### src/rtl/dm_cache_ctrl.sv
// Direct-mapped, write-through / no-write-allocate cache controller with a
// line-refill FSM, a flush input and saturating hit/miss statistics.
module dm_cache_ctrl #(
  parameter int ADDR_W = 32,
  parameter int DATA_W = 32,
  parameter int WORDS  = 4,
  parameter int LINES  = 16,
  parameter int CNT_W  = 16
) (
  input  logic                    clk,
  input  logic                    rst_n,
  input  logic                    cpu_req,
  input  logic                    cpu_we,
  input  logic [ADDR_W-1:0]       cpu_addr,
  input  logic [DATA_W-1:0]       cpu_wdata,
  output logic [DATA_W-1:0]       cpu_rdata,
  output logic                    cpu_ready,
  output logic                    hit,
  input  logic                    flush,
  output logic                    mem_req,
  output logic                    mem_we,
  output logic [ADDR_W-1:0]       mem_addr,
  output logic [DATA_W-1:0]       mem_wdata,
  input  logic [DATA_W*WORDS-1:0] mem_rdata,
  input  logic                    mem_ack,
  output logic [CNT_W-1:0]        hit_cnt,
  output logic [CNT_W-1:0]        miss_cnt
);

  localparam int OFF_W = $clog2(WORDS);
  localparam int IDX_W = $clog2(LINES);
  localparam int TAG_W = ADDR_W - IDX_W - OFF_W;

  typedef enum logic [2:0] {IDLE, TAG, REFILL, WRMEM, RESP} state_t;

  state_t state, state_next;

  logic [DATA_W-1:0] data_mem  [LINES][WORDS];
  logic [TAG_W-1:0]  tag_store [LINES];
  logic [LINES-1:0]  valid;

  logic              we_l;
  logic [ADDR_W-1:0] addr_l;
  logic [DATA_W-1:0] wdata_l;
  logic              hit_l;

  logic [OFF_W-1:0]  off;
  logic [IDX_W-1:0]  idx;
  logic [TAG_W-1:0]  tag;
  logic              lookup_hit;
  logic [DATA_W-1:0] refill_word;

  function automatic logic [CNT_W-1:0] sat_inc(input logic [CNT_W-1:0] c);
    return (&c) ? c : c + 1'b1;
  endfunction

  assign off        = addr_l[OFF_W-1:0];
  assign idx        = addr_l[OFF_W+IDX_W-1:OFF_W];
  assign tag        = addr_l[ADDR_W-1:OFF_W+IDX_W];
  assign lookup_hit = valid[idx] && (tag_store[idx] == tag);

  always_comb begin
    refill_word = '0;
    for (int k = 0; k < WORDS; k++) begin
      if (off == k[OFF_W-1:0]) refill_word = mem_rdata[DATA_W*k +: DATA_W];
    end
  end

  always_comb begin
    state_next = state;
    case (state)
      IDLE:    if (!flush && cpu_req) state_next = TAG;
      TAG: begin
        if (we_l)            state_next = WRMEM;
        else if (lookup_hit) state_next = RESP;
        else                 state_next = REFILL;
      end
      REFILL:  if (mem_ack) state_next = RESP;
      WRMEM:   if (mem_ack) state_next = RESP;
      RESP:    state_next = IDLE;
      default: state_next = IDLE;
    endcase
  end

  always_ff @(posedge clk or negedge rst_n) begin
    if (!rst_n) state <= IDLE;
    else        state <= state_next;
  end

  // Control and registered outputs; everything here is cleared by reset.
  always_ff @(posedge clk or negedge rst_n) begin
    if (!rst_n) begin
      valid     <= '0;
      cpu_ready <= 1'b0;
      hit       <= 1'b0;
      mem_req   <= 1'b0;
      mem_we    <= 1'b0;
      cpu_rdata <= '0;
      mem_addr  <= '0;
      mem_wdata <= '0;
      hit_cnt   <= '0;
      miss_cnt  <= '0;
    end else begin
      cpu_ready <= 1'b0;
      case (state)
        IDLE: if (flush) valid <= '0;
        TAG: begin
          if (lookup_hit) hit_cnt  <= sat_inc(hit_cnt);
          else            miss_cnt <= sat_inc(miss_cnt);
          if (we_l) begin
            mem_addr  <= addr_l;
            mem_wdata <= wdata_l;
            mem_we    <= 1'b1;
            mem_req   <= 1'b1;
          end else if (lookup_hit) begin
            cpu_rdata <= data_mem[idx][off];
            hit       <= 1'b1;
            cpu_ready <= 1'b1;
          end else begin
            mem_addr  <= {addr_l[ADDR_W-1:OFF_W], {OFF_W{1'b0}}};
            mem_we    <= 1'b0;
            mem_req   <= 1'b1;
          end
        end
        REFILL: if (mem_ack) begin
          valid[idx] <= 1'b1;
          cpu_rdata  <= refill_word;
          mem_req    <= 1'b0;
          hit        <= 1'b0;
          cpu_ready  <= 1'b1;
        end
        WRMEM: if (mem_ack) begin
          mem_req   <= 1'b0;
          mem_we    <= 1'b0;
          hit       <= hit_l;
          cpu_ready <= 1'b1;
        end
        default: ;
      endcase
    end
  end

  // Request latch and cache arrays carry no reset; valid bits guard the arrays.
  always_ff @(posedge clk) begin
    case (state)
      IDLE: if (!flush && cpu_req) begin
        we_l    <= cpu_we;
        addr_l  <= cpu_addr;
        wdata_l <= cpu_wdata;
      end
      TAG: begin
        hit_l <= lookup_hit;
        if (we_l && lookup_hit) data_mem[idx][off] <= wdata_l;
      end
      REFILL: if (mem_ack) begin
        for (int k = 0; k < WORDS; k++) data_mem[idx][k] <= mem_rdata[DATA_W*k +: DATA_W];
        tag_store[idx] <= tag;
      end
      default: ;
    endcase
  end

endmodule
### config.mk
export PLATFORM = sky130hd
export DESIGN_NAME = dm_cache_ctrl
export DESIGN_NICKNAME = d
export VERILOG_FILES = /design/src/rtl/dm_cache_ctrl.sv
export SDC_FILE = /design/constraint.sdc
export NUM_CORES = 2
export LEC_CHECK = 0
export BUFFER_PORTS_ARGS = -buffer_cell sky130_fd_sc_hd__buf_2
export CAP_MARGIN = 30
export CORE_MARGIN = 2
export CORE_UTILIZATION = 40
export CTS_CLUSTER_DIAMETER = 30
export DETAILED_ROUTE_END_ITERATION = 8
export MAX_ROUTING_LAYER = met4
export PLACE_DENSITY = 0.54
export SLEW_MARGIN = 20
export SYNTH_ARGS = -nofsm -noshare
export SYNTH_HDL_FRONTEND = slang
export SYNTH_SLANG_ARGS = --single-unit
### constraint.sdc
create_clock -name clk -period 8.95 [get_ports clk]
set_clock_uncertainty 0.2 [all_clocks]
set_input_delay 1.79 -clock clk [delete_from_list [all_inputs] [get_ports clk]]
set_output_delay 1.79 -clock clk [all_outputs]
set_load 0.02 [all_outputs]
==> out/summary.txt <==
EDFF count, synth - 2530
Worst Reg-to-Reg Cells - 12
total global-route track usage - 0.257
PortBufs - 329
first-pass GRT wire length - 458000 µm
Lkg Pwr - 0.0439 µW
ratio of cells with drive above 1 in the final layout - 0.393
fraction of registers with async set/reset - 0.0562
r2r setup slk - 2.38 ns
Power Density - 324 nW/µm²
Synth Flop Type - edfxtp_1
Final setup viols - 0
FMAX - 152 MHz
Tot Pwr - 42500 µW
Post-CTS Resized - 0
xor/xnor cell area share of the yosys netlist - 0.00458
Area growth syn-to-layout - 24.5%
WL met2 - 161000 µm
cell count after synthesis - 4752
Synth cell types - 73
Max Buffers Root-to-Sink - 4
proportion of synthesized area in mux cells - 0.190
Final Critical Period - 6.57 ns
top sig layer - met4
most frequent cells in the layout - edfxtp_1 (2530), mux4_2 (804), clkbuf_16 (559)
Die Wd - 517 µm
vias per cell - 5.85
Post-DRT Antenna Nets - 0
final core utilization - 0.500
r2r endpoint - data_mem[11][41]$_DFFE_PP_
nets - 5739
Post-Place Cells - 8497
Worst-path clk slew - 0.05 ns
most common cell after layout, fill and taps aside - edfxtp_1
Slew HR - 0.215
Peak VDD IR - 0.217 mV
TritonCTS buffer count - 548
status - complete, no violations
grt ovf - 0
CP Capture Type - register
count of hold buffers inserted by post-cts repair - 0
worst-margin pin slew - 1.18 ns
Starting Density - 0.402
DR iter-0 viols - 6648
vias in the first global route - 56468
clock latency on the worst-skew pair - 1.01 ns
Synth Area in Simple Gates - 0.0253
initial antenna violation count - 31
max-slew violations - 0
period utilization - 0.734
post-CTS setup buffers - 0
cell depth of the worst hold path - 2
area of the core - 262000 µm²
Final Hold Fails - 0
wirelength, routed - 335000 µm
top fanout value on the critical path - 51
post-synthesis adder-cell area fraction - 0.000238
DRC Markers - 0
max_cap viols - 0
syn_area_per_cell - 22.2 µm²
Yosys Warn Count - 0
largest cells by area after synthesis - edfxtp_1 (72%), mux4_2 (17%), dfrtp_1 (3.6%)
pin count of the biggest net entering global routing - 137
clock sinks - 2685
H-tree levels - 6
drt pass-1 iters - 5
Hold Crit Class - reg -> reg
Hold EP - mem_wdata[22]$_DFFE_PN0P_
RD Place Congestion - 0.888
Metal-1 WL - 135000 µm
RSZ-0062 raised after global routing - no
Fin Setup TNS - 0 ns
Worst Setup Slack, final - 2.38 ns
Worst Path Arrival - 6.97 ns
worst hold start - wdata_l[22]$_DFFE_PP_
post-DP HPWL - 205000 µm
Root Buffer - clkbuf_16
Wirelength per Cell - 35.2 µm
largest family of logic cells by synthesized area - multiplexers
WP data required - 9.34 ns
die area - 267000 µm²
Layout Cells excl Fill - 9513
Die Y - 517 µm
Synth Area in Compound Gates - 0.00941
largest area contributor in the netlist - edfxtp_1
top-area cell type share of the netlist area - 0.722
Mapped Nets - 4952
synthesized area - 105000 µm²
WS Path Type - reg -> reg
DP Worst Slack - 2.27 ns
crit start category - register
TritonCTS clock tree - built
routed wl met3 - 25300 µm
Synth Register Bits - 2685
floorplan row count - 188
num ports - 330
Seq/Total Area, Yosys - 0.758
vias - 55650
-- metrics by stage --
step | hold WS, ns | area [µm²]
6_report | 0.268 | 131000
5_1_grt | 0.288 | 131000
4_1_cts | 0.270 | 131000
3_5_place_dp | 0.256 | 112000
3_3_place_gp | 0.256 | 112000
2_1_floorplan | 0.241 | 105000
-- cell usage after synthesis (17+ instances only) --
master    instances
clkbuf_1        154
dfrtp_1         151
nand2_1         438
a21oi_1          71
nor2_1           34
xnor2_1          38
mux4_2          804
xor2_1           17
mux2i_1          67
nand3_1          25
mux2_2           91
edfxtp_1       2530
nand4_1          21
buf_2            68
-- final cells by class --
| class | instances | area, µm² |
|---|---|---|
| clock inverter | 362 | 4130 |
| clock buffer | 634 | 14300 |
| multi-input combinational | 1796 | 25100 |
| antenna | 13 | 32.5 |
| fill | 21081 | 131000 |
| inverter | 15 | 65.1 |
| tap | 3515 | 4400 |
| timing repair buffer | 493 | 3200 |
| sequential | 2685 | 79800 |
-- worst max path at each step --
| stage | to | slack (ns) | depth (start not counted) |
|---|---|---|---|
| after floorplan | data_mem[11][32]$_DFFE_PP_ | 3.42 | 14 |
| after global placement | data_mem[12][38]$_DFFE_PP_ | 2.36 | 12 |
| after detailed placement | data_mem[12][38]$_DFFE_PP_ | 2.27 | 12 |
| after CTS | data_mem[12][32]$_DFFE_PP_ | 2.26 | 12 |
| after global routing | data_mem[11][41]$_DFFE_PP_ | 2.11 | 12 |
| final | data_mem[11][41]$_DFFE_PP_ | 2.38 | 12 |
-- cells by family after synthesis --
kind of cell / after synthesis
AO/OA/AOI/OAI: 152
XOR/XNOR: 55
adder cells (fa/ha/maj): 2
buffers and inverters: 271
flip-flops: 2685
multiplexers: 977
AND/OR/NAND/NOR: 610
-- worst max-delay path, stage by stage, from the launching register on --
cell and delay, ns:
dfxtp_4 0.78, buf_4 0.54, mux4_2 0.38, mux2i_1 0.19
xnor2_1 0.11, nor4b_1 0.37, a31oi_1 0.20, nor4bb_1 0.32
nand4_1 0.31, or4b_1 1.03, buf_4 0.43, a21oi_4 0.71
buf_4 0.51
-- state kept, by name, summed over array words and instances (netlist names), 3 cells and up, named ones only --
signal     cells
addr_l        32
cpu_rdata     32
data_mem    2048
hit_cnt       16
mem_addr      32
mem_wdata     32
miss_cnt      16
state          3
tag_store    416
valid         16
wdata_l       32
-- metal layers --
metal	global-route usage	vias up
met5	-	-
met1	0.342	30593
met3	0.0440	615
met4	0.104	0
met2	0.395	2726
li1	-	21716
-- power by group --
part / total, µW / switching, µW / internal, µW
registers: 15300 / 386 / 15000
clock network: 20100 / 6860 / 13200
logic: 7050 / 4430 / 2620
total: 42500 / 11700 / 30800
(Power assumes the default switching activity.)
